## src/rtl/ring_decoder_pkg.sv

```systemverilog
// Shared types and helpers for the one-hot ring decoder.
// - state_t        : decoder FSM states (HUNT, SYNC, LOCKED)
// - dec_t          : {legal, idx} result of a one-hot decode
// - onehot_to_idx  : legality check plus priority-free index encode
// - next_idx       : ring successor (idx + 1) mod width
// Helpers operate on MAX_W-bit codes; narrower rings zero-extend.
package ring_pkg;

    localparam int unsigned MAX_W  = 64;
    localparam int unsigned MAX_IW = 7;

    localparam logic [1:0] ST_HUNT   = 2'd0;
    localparam logic [1:0] ST_SYNC   = 2'd1;
    localparam logic [1:0] ST_LOCKED = 2'd2;

    typedef enum logic [1:0] {
        HUNT   = ST_HUNT,
        SYNC   = ST_SYNC,
        LOCKED = ST_LOCKED
    } state_t;

    typedef struct packed {
        logic              legal;
        logic [MAX_IW-1:0] idx;
    } dec_t;

    // Index is the OR of the positions of all set bits; it is only
    // meaningful when exactly one bit is set, so no priority chain.
    function automatic dec_t onehot_to_idx(input logic [MAX_W-1:0] code);
        dec_t        r;
        int unsigned ones;
        r.idx = '0;
        ones  = 0;
        for (int unsigned i = 0; i < MAX_W; i++) begin
            if (code[i]) begin
                r.idx = r.idx | MAX_IW'(i);
                ones++;
            end
        end
        r.legal = (ones == 1);
        return r;
    endfunction

    function automatic logic [MAX_IW-1:0] next_idx(input logic [MAX_IW-1:0] idx,
                                                   input int unsigned       width);
        if (32'(idx) == width - 1)
            return '0;
        else
            return idx + MAX_IW'(1);
    endfunction

endpackage

```

## src/rtl/ring_decoder_if.sv

```systemverilog
// Sample channel from a ring-counter source into the decoder.
// - in_valid : in_code is meaningful this cycle
// - in_code  : one-hot ring sample, WIDTH bits
// master drives the sample, slave (the decoder) receives it.
interface ring_decoder_if #(
    parameter int unsigned WIDTH = 8
);
    logic             in_valid;
    logic [WIDTH-1:0] in_code;

    modport master (output in_valid, output in_code);
    modport slave  (input  in_valid, input  in_code);
endinterface

```

## src/rtl/ring_decoder_onehot_check.sv

```systemverilog
// Combinational one-hot legality check and index encode.
// - code  : WIDTH-bit sample
// - legal : exactly one bit set
// - idx   : position of the set bit (undefined when !legal)
module onehot_check
    import ring_pkg::*;
#(
    parameter int unsigned WIDTH = 8,
    localparam int unsigned IW   = $clog2(WIDTH)
) (
    input  logic [WIDTH-1:0] code,
    output logic             legal,
    output logic [IW-1:0]    idx
);

    dec_t d;
    logic unused_hi;

    always_comb begin
        d     = onehot_to_idx(MAX_W'(code));
        legal = d.legal;
        idx   = d.idx[IW-1:0];
    end

    // Upper index bits are always zero for a ring of WIDTH bits.
    assign unused_hi = ^d.idx[MAX_IW-1:IW];

endmodule

```

## src/rtl/ring_decoder.sv

```systemverilog
// Receive-side monitor/decoder for a rotating one-hot ring code.
// Ports:
// - clk, rst_n   : clock, asynchronous active-low reset
// - clear        : synchronous clear to HUNT, counters zeroed
// - rx           : ring_decoder_if.slave (in_valid, in_code)
// - out_valid    : legal code sampled last cycle
// - out_index    : binary position of last legal code (holds otherwise)
// - locked       : FSM is in LOCKED
// - code_err     : pulse, sample was not one-hot
// - step_err     : pulse, legal sample but not the expected successor
// - lap_count    : laps completed while locked (wraps)
// - err_count    : total error pulses (saturates)
module ring_decoder
    import ring_pkg::*;
#(
    parameter int unsigned WIDTH    = 8,
    parameter int unsigned LOCK_CNT = 2,
    parameter int unsigned ERR_MAX  = 3,
    parameter int unsigned LAP_W    = 8,
    parameter int unsigned ERR_W    = 8,
    localparam int unsigned IW      = $clog2(WIDTH)
) (
    input  logic              clk,
    input  logic              rst_n,
    input  logic              clear,
    ring_decoder_if.slave     rx,
    output logic              out_valid,
    output logic [IW-1:0]     out_index,
    output logic              locked,
    output logic              code_err,
    output logic              step_err,
    output logic [LAP_W-1:0]  lap_count,
    output logic [ERR_W-1:0]  err_count
);

    localparam int unsigned MW = $clog2(LOCK_CNT + 1);
    localparam int unsigned EW = $clog2(ERR_MAX + 1);

    state_t             state;
    logic [IW-1:0]      prev;
    logic [MW-1:0]      match;
    logic [EW-1:0]      miss;

    logic               legal;
    logic [IW-1:0]      idx;
    logic [MAX_IW-1:0]  exp_wide;
    logic [IW-1:0]      expected;
    logic               unused_exp;
    logic               bad_code;
    logic               bad_step;
    logic               err_evt;

    onehot_check #(.WIDTH(WIDTH)) u_chk (
        .code  (rx.in_code),
        .legal (legal),
        .idx   (idx)
    );

    assign exp_wide   = next_idx(MAX_IW'(prev), WIDTH);
    assign expected   = exp_wide[IW-1:0];
    assign unused_exp = ^exp_wide[MAX_IW-1:IW];

    // HUNT never reports a step error; it has no reference position yet.
    assign bad_code = !legal;
    assign bad_step = legal && (state != HUNT) && (idx != expected);
    assign err_evt  = rx.in_valid && (bad_code || bad_step);

    assign locked = (state == LOCKED);

    always_ff @(posedge clk or negedge rst_n) begin
        if (!rst_n) begin
            state     <= HUNT;
            prev      <= '0;
            match     <= '0;
            miss      <= '0;
            out_valid <= 1'b0;
            out_index <= '0;
            code_err  <= 1'b0;
            step_err  <= 1'b0;
            lap_count <= '0;
            err_count <= '0;
        end else begin
            out_valid <= 1'b0;
            code_err  <= 1'b0;
            step_err  <= 1'b0;
            if (clear) begin
                state     <= HUNT;
                match     <= '0;
                miss      <= '0;
                lap_count <= '0;
                err_count <= '0;
            end else if (rx.in_valid) begin
                out_valid <= legal;
                if (legal)
                    out_index <= idx;
                if (err_evt && (err_count != '1))
                    err_count <= err_count + ERR_W'(1);
                unique case (state)
                    HUNT: begin
                        if (legal) begin
                            prev  <= idx;
                            match <= '0;
                            state <= SYNC;
                        end else begin
                            code_err <= 1'b1;
                        end
                    end
                    SYNC: begin
                        if (!legal) begin
                            code_err <= 1'b1;
                            state    <= HUNT;
                        end else if (idx == expected) begin
                            prev  <= idx;
                            match <= match + MW'(1);
                            if (32'(match) + 1 == LOCK_CNT)
                                state <= LOCKED;
                        end else begin
                            step_err <= 1'b1;
                            prev     <= idx;
                            match    <= '0;
                        end
                    end
                    LOCKED: begin
                        if (legal && (idx == expected)) begin
                            prev <= idx;
                            miss <= '0;
                            if (32'(prev) == WIDTH - 1)
                                lap_count <= lap_count + LAP_W'(1);
                        end else begin
                            // Flywheel: advance as if the expected code had arrived.
                            code_err <= bad_code;
                            step_err <= bad_step;
                            prev     <= expected;
                            if (32'(miss) + 1 == ERR_MAX) begin
                                state <= HUNT;
                                miss  <= '0;
                            end else begin
                                miss <= miss + EW'(1);
                            end
                        end
                    end
                    default: state <= HUNT;
                endcase
            end
        end
    end

endmodule

```

## src/flat_wrapper.sv

```systemverilog
// flat-port wrapper written by rule: the top's interface ports become plain ports
module ring_decoder_flat import ring_pkg::*;
#(
    parameter int unsigned WIDTH    = 8,
    parameter int unsigned LOCK_CNT = 2,
    parameter int unsigned ERR_MAX  = 3,
    parameter int unsigned LAP_W    = 8,
    parameter int unsigned ERR_W    = 8,
    localparam int unsigned IW      = $clog2(WIDTH)
)
  (clk, rst_n, clear, out_valid, out_index, locked, code_err, step_err, lap_count, err_count, rx_in_valid, rx_in_code);
  ring_decoder_if #(.WIDTH(WIDTH)) rx_i ();
  input  logic clk;
  input  logic rst_n;
  input  logic clear;
  output logic out_valid;
  output logic [IW-1:0] out_index;
  output logic locked;
  output logic code_err;
  output logic step_err;
  output logic [LAP_W-1:0] lap_count;
  output logic [ERR_W-1:0] err_count;
  input wire logic [$bits(rx_i.in_valid)-1:0] rx_in_valid;
  input wire logic [$bits(rx_i.in_code)-1:0] rx_in_code;
  assign rx_i.in_valid = rx_in_valid;
  assign rx_i.in_code = rx_in_code;
  ring_decoder #(.WIDTH(WIDTH), .LOCK_CNT(LOCK_CNT), .ERR_MAX(ERR_MAX), .LAP_W(LAP_W), .ERR_W(ERR_W)) u_core (.clk(clk), .rst_n(rst_n), .clear(clear), .rx(rx_i), .out_valid(out_valid), .out_index(out_index), .locked(locked), .code_err(code_err), .step_err(step_err), .lap_count(lap_count), .err_count(err_count));
endmodule
```

## config.mk

```make
export PLATFORM = sky130hd
export DESIGN_NAME = ring_decoder_flat
export DESIGN_NICKNAME = d
export VERILOG_FILES = /design/src/rtl/ring_decoder_pkg.sv /design/src/rtl/ring_decoder_if.sv /design/src/rtl/ring_decoder_onehot_check.sv /design/src/rtl/ring_decoder.sv /design/src/flat_wrapper.sv
export SDC_FILE = /design/constraint.sdc
export NUM_CORES = 1
export LEC_CHECK = 0
export CORE_MARGIN = 2
export CORE_UTILIZATION = 55
export DETAILED_ROUTE_END_ITERATION = 6
export PLACE_DENSITY = 0.84
export SYNTH_ARGS = -nofsm -noshare
export SYNTH_HDL_FRONTEND = slang
export SYNTH_HIERARCHICAL = 1
export SYNTH_SLANG_ARGS = --single-unit
```

## constraint.sdc

```tcl
create_clock -name clk -period 3.31 [get_ports clk]
set_input_delay 0.4965 -clock clk [delete_from_list [all_inputs] [get_ports clk]]
set_output_delay 0.4965 -clock clk [all_outputs]
set_load 0.02 [all_outputs]
```

==> results of run 1 <==
[metrics by stage]
step | hold WS, ps | utilization [%] | TNS [ps] | area [sq um]
2_1_floorplan | 200.9 | - | -54020 | 2552
3_3_place_gp | 462.2 | 74.18 | -78900 | 3186
3_5_place_dp | 464.8 | 74.18 | -82460 | 3186
4_1_cts | 482.3 | 81.15 | -54910 | 3485
5_1_grt | 527.5 | 85.78 | -63310 | 3684
6_report | 487.2 | 85.78 | -60740 | 3684
[sequential cells by signal (all words and copies together), names as in the netlist]
name              flops
u_core/code_err       1
u_core/err_count      8
u_core/lap_count      8
u_core/match          2
u_core/miss           2
u_core/out_index      3
u_core/out_valid      1
u_core/prev           3
u_core/state          2
u_core/step_err       1
[critical path, cell delays in order]
cell and delay [ps]:
buf_8 90, inv_8 30, ha_4 280, xor2_2 190, ha_1 270, mux2_4 290
ha_4 240, mux2_4 270, ha_4 210, nand2_2 50, or3b_4 390, ha_4 220
mux2_4 270, ha_4 210, or4b_4 490, a21oi_4 130, nor3_2 60, a211oi_2 240
nand4_1 140, or4_4 570, buf_6 150, or3_4 320, a21oi_2 130
[power by group]
part           leakage [nW]  internal [W]  switching, W  total (W)
logic                  1.04      0.000558      0.000625    0.00118
clock network        0.0422      0.000147      0.000146   0.000293
registers             0.420      0.000426     0.0000466   0.000473
[per-layer routing]
| layer | global-route usage, % | vias up | wire length (um) |
|---|---|---|---|
| met1 | 34.96 | 1288 | 3044 |
| met4 | 10.68 | 0 | 426 |
| met2 | 48.36 | 137 | 4140 |
| met5 | 0 | - | 0 |
| li1 | - | 1168 | - |
| met3 | 4.906 | 41 | 388 |
[layout by cell type, fill, tap and decap left out, types with 7 or more instances in the layout]
cell type / Yosys / final
nand3_1: 11 / 10
a21oi_1: 17 / 11
nand2_2: 0 / 9
ha_1: 16 / 10
buf_4: 0 / 42
xor2_1: 10 / 8
clkdlybuf4s50_1: 0 / 31
nand2_1: 31 / 22
or4_1: 9 / 7
buf_6: 2 / 12
inv_1: 16 / 12
dfrtp_1: 31 / 31
[how the worst max path moves through the flow]
stage,to,slack (ps),depth (start not counted)
finish,u_core/lap_count[2],-2210,23
floorplan,u_core/lap_count[5],-2120,21
global placement,u_core/lap_count[5],-2910,22
global route,u_core/lap_count[2],-2310,23
CTS,u_core/lap_count[5],-2090,22
detailed placement,u_core/lap_count[5],-3030,22
[repair_timing]
item | CTS | global route
hold endpoints to repair | 0 | 0
gates cloned | 1 | 0
resized for setup | 55 | 45
buffers inserted | 7 | 7
endpoints found under the setup margin | 31 | 31
pin swaps | 34 | 25
[layout make-up]
cell class	instances	area share (%)
Clock buffer	7	2.072
Clock inverter	1	0.1359
Inverter	16	2.310
Multi-Input combinational cell	207	50.24
Sequential cell	31	21.06
Tap cell	52	1.766
Timing Repair Buffer	90	22.42
[logic make-up (layout without fill, tap and decap cells)]
family / count (synthesis) / count (layout) / share of synthesized area (%)
and+or+nand+nor: 101 / 101 / 23.47
AOI/OAI and AO/OA: 65 / 65 / 18.90
DFF: 31 / 31 / 32.19
buffers and inverters: 29 / 114 / 6.490
xor gates and xnor gates: 17 / 17 / 7.165
adders and majority gates: 16 / 16 / 8.307
muxes: 8 / 8 / 3.479
==> results by group, run 1 <==
Synthesis
  • Top cells by area, synth: dfrtp_1 (32%), ha_1 (8.3%), nand2_1 (4.8%)
  • Synthesized flop and latch total: 31
  • Post-synth top flop: dfrtp_1
  • Syn nets: 295
  • Async S/R FF share, synth: 100.0%
  • Distinct cells, synth: 58
  • Cells after synthesis: roughly 270
  • Post-synth top area share: 32.19%
  • Post-synth EDFFs: 0
  • Sequential share of the synthesized area: 32.19%
  • Ys Warns: 6
  • Top cells by count, synth: dfrtp_1 (31), nand2_1 (31), a21oi_1 (17)
  • Yosys top cell by area: dfrtp_1
  • Mapped Area: between 2000 and 2500 sq um
  • Synth Area per Inst: 9.026 sq um

Status
  • Status: complete, but fails checks
  • Failing checks: negative setup slack

Route
  • Initial drt markers: between 200 and 250
  • Vias per inst: around 6.5
  • Initial DRT Pass Iterations: 5
  • WL final: 8.000 mm
  • Drt drc: 0
  • WL/cell: approximately 20 um
  • Antenna-violating nets left: 0
  • Via count: between 2000 and 3000

STA
  • Final WS setup: -2214 ps
  • Worst slew pin tran: 925.2 ps
  • Final hold violation count: 0
  • Worst slew margin: a little under two fifths
  • Final slew viol count: 0
  • Max Clock Freq: between 150 and 200 MHz
  • Worst Skew: between 8 and 9 ps
  • # setup viols final: 31
  • Crit share post-route: 166.9%
  • RSZ-0062 raised after global routing: yes
  • Min cycle time layout: ~5500 ps

GRT
  • Total gr overflow: 0
  • Vias in the first global route: ~2400
  • Initial antenna violation count: 0
  • Total GRT Usage: 28.05%
  • First-pass GRT wire length: 11.18 mm
  • Largest net degree at the start of global routing: 32

Floorplan
  • Die height: roughly 70 um
  • Placeable core area: about 4300 sq um
  • Die X: ~70 um
  • Initial Util: between 50% and 60%
  • Full die area: about 4900 sq um
  • Rows: 24
  • Total I/O pin count: 35

Clock tree
  • H-tree depth: 2
  • Reg clk slew, reported paths: around 60 ps
  • Inserted Clock Buffers: 5
  • TritonCTS clock tree: built
  • # clock sinks: 31
  • Worst-Skew Late Latency: between 200 and 300 ps
  • Root Driver: clkbuf_8
  • Max clock buf depth: 2
  • Post-CTS Hold Buffers: 0

Place
  • Detailed Place HPWL: 4.524 mm
  • Placed instance count: around 380
  • Gpl congestion: 0.9111
  • IO Port Bufs: 34
  • Place WS: -3033 ps

Layout
  • Fillers: between 200 and 250
  • Nets: between 300 and 400
  • Footprint of the multi-input gates: approximately 1900 sq um
  • Final non-filler cell total: between 400 and 500
  • N_diodes: 0
  • Area growth syn-to-layout: 52.86%
  • Share of cells above drive strength 1: a little under 40%
  • Register area: a little under 800 sq um

Flow run
  • Max-Cap Viols: 0

Setup path
  • Critical Path RT: between 3000 and 4000 ps
  • Worst Setup Path Type: in -> reg
  • CP Launch Type: input pin
  • Worst R2R Path Depth: 7
  • Worst endpoint data arrival time: ~5700 ps
  • Worst R2R End: u_core/err_count[5]
  • Worst R2R Setup Slack: 660 ps
  • CP Max Fanout: 7
  • CP endpoint kind: flop
  • Reg2Reg Launch Point: u_core/prev[0]
  • CP startpoint: rx_in_code[1]

Worst hold path
  • Worst hold path depth: 2
  • Hold Crit Class: reg -> reg
  • Start point of the worst hold path: u_core/out_index[2]
  • Worst hold endpoint: u_core/out_index[2]

Power and ir drop
  • Pleak: roughly 1.5 nW
  • PD cells: roughly 530 nW/um^2
  • Peak VDD IR: roughly 330 uV
  • Final Power: 0.001950 W
No activity file was read; power rests on OpenSTA's default activity.
==> run 2: changes to the inputs <==
--- a/config.mk
+++ b/config.mk
@@ -8,7 +8,7 @@
 export CORE_MARGIN = 2
 export CORE_UTILIZATION = 55
 export DETAILED_ROUTE_END_ITERATION = 6
-export PLACE_DENSITY = 0.84
+export PLACE_DENSITY = 0.91
 export SYNTH_ARGS = -nofsm -noshare
 export SYNTH_HDL_FRONTEND = slang
 export SYNTH_HIERARCHICAL = 1
==> run 2 against run 1 <==
Effect of this change: the run still ends with negative setup slack left; final cell count is 0.50% lower; sequential power rose by 1%; total power is 2.0% lower; via count rose by 1.0%; global-route usage down 1.0 points; critical path depth fell by 1; combinational power is 3% lower; sequential share of layout area rose by 0.39 points; clock power barely moved; die area stayed put; non-clock buffer count down 2; final area is 1.8% lower; largest power group unchanged; highest routed layer unchanged.
==> results by group, run 2 (synthesis results as in run 1) <==
Power and ir drop
  • Sw power: slightly above 0.0008 W
  • Logic pwr share: 59.8%
  • Pint: between 0.001 and 0.0015 W
  • Sw frac: a little over two fifths
  • Final Power: about 0.0019 W
  • Clk network pwr share: 15.2%
  • Pleak: between 1 and 1.5 nW
  • Peak VDD IR: between 200 and 300 uV
  • Part of the power in registers: approximately a quarter
  • PD cells: 528.5 nW/um^2

GRT
  • Largest net degree at the start of global routing: 32
  • Total GRT Usage: between 20% and 30%
  • First-pass GRT wire length: around 11 mm
  • Total gr overflow: 0
  • Initial antenna violation count: 0
  • Vias in the first global route: between 2000 and 2500

Clock tree
  • Max clock buf depth: 2
  • Inserted Clock Buffers: 5
  • Reg clk slew, reported paths: approximately 70 ps
  • H-tree depth: 2
  • TritonCTS clock tree: built
  • Worst-Skew Late Latency: between 200 and 300 ps
  • Root Driver: clkbuf_8
  • # clock sinks: 31
  • Post-CTS Hold Buffers: 0

Setup path
  • Critical Path RT: approximately 3500 ps
  • Most used cell, CP: ha_4
  • Cell Chain, Critical Path: buf_8 > inv_8 > ha_4 > xor2_2 > ha_1 > mux2_4 > ha_4 > mux2_4 > ha_4 > nand2_2 > or3b_4 > ha_4 > mux2_4 > ha_4 > or4b_4 > a21oi_2 > nor3_2 > a211oi_2 > nand4_1 > or4_4 > or4_1 > a21oi_1
  • Reg2Reg Launch Point: u_core/prev[0]
  • CP max-delay cell: or4_4
  • Bufs and invs on worst path: 2
  • CP endpoint kind: flop
  • Cell family with most CP delay: simple AND/OR/NAND/NOR gates
  • Worst Setup Path Type: in -> reg
  • CP startpoint: rx_in_code[1]
  • Worst endpoint data arrival time: 5840 ps
  • Crit-path max cell delay: between 500 and 600 ps
  • CP Launch Type: input pin
  • CP Max Fanout: 6

STA
  • RSZ-0062 raised after global routing: yes
  • Crit share post-route: 169.9%
  • Final hold violation count: 0
  • Worst slew margin: 26.76%
  • Worst Skew: approximately 5.1 ps
  • Final WS setup: -2312 ps
  • Max Clock Freq: around 180 MHz
  • Min cycle time layout: about 5600 ps
  • Final slew viol count: 0
  • # setup viols final: 31
  • Worst slew pin tran: about 1100 ps
  • Total Neg Setup Slack: -60710 ps

Place
  • Place WS: -3021 ps
  • DP Area: 3178 sq um
  • IO Port Bufs: 34
  • Detailed Place HPWL: ~4.4 mm
  • Gpl congestion: 0.8719

Route
  • Initial drt markers: between 200 and 300
  • WL/cell: just under 20 um
  • WL final: around 8 mm
  • Vias per inst: ~6.6
  • Initial DRT Pass Iterations: 6
  • Antenna-violating nets left: 0
  • Drt drc: 0
  • Via count: ~2700

Layout
  • Commonest non-fill, non-tap cell in the layout: buf_4
  • Most frequent cells in the layout: buf_4 (44), clkdlybuf4s50_1 (31), dfrtp_1 (31)
  • Area growth syn-to-layout: 50.05%
  • Nets: between 300 and 400
  • N_diodes: 0
  • Share of cells above drive strength 1: between 30 and 40%
  • Regs by FF count: u_core/err_count (8), u_core/lap_count (8)
  • Cell area after layout: ~3600 sq um

Floorplan
  • Placeable core area: between 4000 and 5000 sq um
  • Full die area: around 4900 sq um
  • Die height: between 70 and 80 um
  • Total I/O pin count: 35
  • Rows: 24
  • Initial Util: between 50% and 60%
  • Die X: around 70 um

Status
  • Failing checks: negative setup slack
  • Status: complete, but fails checks

Flow run
  • Max-Cap Viols: 0

Worst hold path
  • Hold Crit Class: reg -> reg
  • Start point of the worst hold path: u_core/match[1]
[run 2: stage by stage]
stage	util, %	hold slack [ps]	std cells
finish	84.21	501.0	402
global route	84.21	513.5	402
CTS	78.88	497.2	397
detailed placement	74.01	482.1	383
global placement	74.01	463.2	383
floorplan	-	200.9	267
[run 2: metal layers]
layer / track usage (%) / routed length (um)
met5: 0 / 0
met3: 4.618 / 587
met2: 47.30 / 3915
met1: 32.50 / 3088
met4: 11.75 / 396
[run 2: repair_timing]
| action | CTS | global route |
|---|---|---|
| endpoints found under the hold margin | 0 | 0 |
| resized for setup | 34 | 46 |
| pin swaps | 12 | 22 |
| setup buffers | 6 | 4 |
| cloned | 0 | 1 |
| setup endpoints to repair | 31 | 31 |
[run 2: layout make-up]
cell class | count | area (sq um)
clock buffers | 5 | 68.82
fillers | 219 | 678.2
inverters | 16 | 85.08
flip-flops and latches | 31 | 775.7
multi-input cells | 207 | 1805
well taps | 52 | 65.06
clock inverters | 3 | 15.01
repair buffers | 88 | 800.8
[run 2: power by group through the flow]
stage | combinational (W) | sequential (W) | clock (W)
4_1_cts | 0.000920 | 0.000466 | 0.000292
2_1_floorplan | 0.000533 | 0.000498 | 0
5_1_grt | 0.00121 | 0.000480 | 0.000310
6_report | 0.00114 | 0.000479 | 0.000290
3_3_place_gp | 0.000827 | 0.000470 | 0
3_5_place_dp | 0.000864 | 0.000472 | 0
[run 2: path summary, 6_finish.rpt]
| check | to | slack, ps | cells after the start |
|---|---|---|---|
| max in group asynchronous | u_core/state[1] | 2380 | 2 |
| worst min-delay path | u_core/match[1] | 500 | 1 |
| min in group asynchronous | u_core/lap_count[4] | 620 | 2 |
| worst max register to register | u_core/err_count[7] | 610 | 7 |
| worst max-delay path | u_core/lap_count[5] | -2310 | 22 |
| worst min register to register | u_core/match[1] | 500 | 1 |
[run 2: worst register-to-register path, delay by kind of cell (launching register included)]
family / cells / cell delay [ps]
adders and majority gates: 2 / 620
and+or+nand+nor: 1 / 610
DFF: 1 / 480
xor gates and xnor gates: 1 / 430
AOI/OAI and AO/OA: 2 / 330
buffers and inverters: 1 / 170
==> run 3: changes to the inputs <==
--- a/config.mk
+++ b/config.mk
@@ -5,10 +5,11 @@
 export SDC_FILE = /design/constraint.sdc
 export NUM_CORES = 1
 export LEC_CHECK = 0
+export ABC_AREA = 1
 export CORE_MARGIN = 2
 export CORE_UTILIZATION = 55
 export DETAILED_ROUTE_END_ITERATION = 6
-export PLACE_DENSITY = 0.91
+export PLACE_DENSITY = 0.9
 export SYNTH_ARGS = -nofsm -noshare
 export SYNTH_HDL_FRONTEND = slang
 export SYNTH_HIERARCHICAL = 1
==> run 3 against run 2 <==
Effect of this change: via count is 13% higher; the run still ends with negative setup slack left; clock-buffer cell count is 1 higher; sequential cell count is the same; critical path depth rose by 13; hold slack got worse by 9.9 ps; clock power rose by 7%; setup slack improved by 1300 ps; first-iteration DRC count is 51% higher; highest routed layer unchanged; largest cell class unchanged.
==> results by group, run 3 <==
Setup path
  • Bufs and invs on worst path: 8
  • Most used cell, CP: nand2_4
  • Worst Setup Path Type: in -> reg
  • Worst R2R End: u_core/err_count[4]
  • Worst R2R Path Depth: 12
  • Critical Path RT: approximately 3500 ps
  • Cell family with most CP delay: simple AND/OR/NAND/NOR gates
  • CP max-delay cell: ha_4
  • CP Launch Type: input pin
  • Worst R2R Setup Slack: 990 ps
  • Worst endpoint data arrival time: approximately 4500 ps
  • CP endpoint kind: flop
  • CP Max Fanout: 6
  • Reg2Reg Launch Point: u_core/prev[0]
  • Crit-path max cell delay: ~270 ps

Clock tree
  • Max clock buf depth: 2
  • # clock sinks: 31
  • TritonCTS clock tree: built
  • H-tree depth: 2
  • Reg clk slew, reported paths: around 70 ps
  • Inserted Clock Buffers: 5
  • Root Driver: clkbuf_8
  • Worst-Skew Late Latency: between 200 and 300 ps

Flow run
  • Max-Cap Viols: 0

Synthesis
  • Sequential share of the synthesized area: between 20% and 30%
  • Top cells by area, synth: dfrtp_1 (30%), nand2_1 (14%), ha_1 (7.7%)
  • Cells after synthesis: roughly 350
  • Yosys top cell by area: dfrtp_1
  • Syn nets: 376
  • Post-synth top flop: dfrtp_1
  • Distinct cells, synth: 38
  • Synth Area per Inst: 7.432 sq um
  • Post-synth top area share: approximately 30%
  • Mapped Area: between 2000 and 3000 sq um
  • Async S/R FF share, synth: 100.0%
  • Top cells by count, synth: nand2_1 (95), inv_1 (42), nand3_1 (40)
  • Top-count cell post-synth: nand2_1
  • Ys Warns: 6
  • Synthesized flop and latch total: 31
  • Post-synth EDFFs: 0

Status
  • Status: complete, but fails checks
  • Failing checks: negative setup slack

Route
  • Vias per inst: 5.952
  • Via count: around 3000
  • Initial DRT Pass Iterations: 5
  • Initial drt markers: around 400
  • WL/cell: 19.43 um
  • Drt drc: 0
  • Antenna-violating nets left: 0
  • WL final: roughly 9.8 mm

STA
  • Worst slew margin: slightly above 70%
  • Max Clock Freq: between 200 and 250 MHz
  • Final slew viol count: 0
  • Final hold violation count: 0
  • Min cycle time layout: between 4000 and 5000 ps
  • RSZ-0062 raised after global routing: yes
  • # setup viols final: 31
  • Worst slew pin tran: roughly 420 ps
  • Worst Skew: 5.886 ps
  • Crit share post-route: 129.6%
  • Final WS setup: -981.3 ps

Worst hold path
  • Worst hold endpoint: u_core/match[1]
  • Worst hold path depth: 2
  • Start point of the worst hold path: u_core/match[1]
  • Hold Crit Class: reg -> reg

GRT
  • Initial antenna violation count: 0
  • Total GRT Usage: 33.92%
  • First-pass GRT wire length: between 10 and 15 mm
  • Vias in the first global route: 3008
  • Largest net degree at the start of global routing: 32
  • Total gr overflow: 0

Place
  • IO Port Bufs: 34
  • Place WS: -1892 ps
  • Placed instance count: 462
  • Detailed Place HPWL: between 4 and 5 mm
  • DP Area: approximately 3300 sq um
  • Gpl congestion: ~0.86

Floorplan
  • Placeable core area: ~4400 sq um
  • Rows: 24
  • Die height: 72.57 um
  • Total I/O pin count: 35
  • Initial Util: around three fifths
  • Die X: between 70 and 80 um
  • Full die area: 5266 sq um

Layout
  • Regs by FF count: u_core/err_count (8), u_core/lap_count (8)
  • Share of cells above drive strength 1: 45.23%
  • Final non-filler cell total: 503
  • Commonest non-fill, non-tap cell in the layout: nand2_1
  • Area growth syn-to-layout: 54.04%
  • N_diodes: 0
  • Nets: approximately 480
  • Cell area after layout: 3984 sq um
  • Most frequent cells in the layout: nand2_1 (67), buf_4 (62), inv_1 (34)

Power and ir drop
  • PD cells: between 400 and 500 nW/um^2
  • Peak VDD IR: ~260 uV
  • Pleak: approximately 2 nW
-- run 3: changes by cell type in the layout (fill, tap and decap cells not counted), sizes merged, moves of 5 or more --
cell   delta
buf      +12
o31ai     -6
or3       -5
or4      -10
inv      +34
o41ai     -5
nand2    +86
nand3    +40
nor2     +24
mux2i     -5
a21oi    -10
-- run 3: worst max path at each step --
stage                       start                  end  slack (ps)  cells after the start
CTS                 rx_in_code[1]  u_core/lap_count[3]        -950                     31
global route        rx_in_code[1]  u_core/lap_count[7]       -1110                     35
global placement    rx_in_code[1]      u_core/match[1]       -1770                     32
detailed placement  rx_in_code[1]      u_core/match[0]       -1890                     32
floorplan           rx_in_code[1]       u_core/prev[1]       -1070                     27
finish              rx_in_code[1]  u_core/lap_count[3]        -980                     35
-- run 3: power breakdown --
part	switching (W)	internal (W)	total (W)
logic	0.000589	0.000421	0.00101
registers	0.0000523	0.000432	0.000484
clock network	0.000146	0.000163	0.000309
total	0.000788	0.00102	0.00180
-- run 3: logic make-up after synthesis --
group / Yosys count / synth area share [%]
and+or+nand+nor: 213 / 42.24
buffers and inverters: 55 / 9.385
DFF: 31 / 30.00
AOI/OAI and AO/OA: 21 / 6.193
adders and majority gates: 16 / 7.741
xor gates and xnor gates: 11 / 4.016
muxes: 1 / 0.4354
-- run 3: through the flow --
| stage | hold WS [ps] | TNS (ps) | power, W | utilization [%] |
|---|---|---|---|---|
| floorplan | 200.9 | -29450 | 0.0009572 | - |
| global placement | 467.4 | -52020 | 0.001143 | 74.66 |
| detailed placement | 473.0 | -55690 | 0.001169 | 74.66 |
| CTS | 488.2 | -27060 | 0.001599 | 84.88 |
| global route | 521.1 | -30660 | 0.001868 | 89.64 |
| finish | 491.1 | -27150 | 0.001803 | 89.64 |
-- run 3: layer usage --
metal | vias up | track usage (%) | share of wire, %
li1 | 1322 | - | -
met1 | 1432 | 35.66 | 36
met2 | 186 | 62.83 | 53
met3 | 54 | 6.215 | 5.7
met4 | 0 | 19.14 | 5.4
met5 | - | 0 | 0
-- run 3: area by class of cell --
cell class                 instances  area [sq um]
tap                               52         65.06
multi-input combinational        264          1999
clock inverter                     1         5.005
sequential                        31         775.7
fill                             201         460.4
inverter                          50         210.2
clock buffer                       6         82.58
timing repair buffer              99         845.8
-- run 3: repair_timing --
item,CTS,global route
buffers inserted,31,6
endpoints found under the setup margin,31,31
hold buffers,0,0
resized for setup,43,57
cloned,2,0
pin swaps,20,29
-- run 3: worst reg2reg max path, cell delays in order (launching register included) --
cell and delay, ps:
dfrtp_1 420, ha_1 220, ha_1 320, inv_1 90, nand2_1 60, nand2_1 210, nand3_1 260, nand2_2 170
nand2_4 110, nand2_8 110, nand2_8 90, nand2_2 90, nand2_2 60
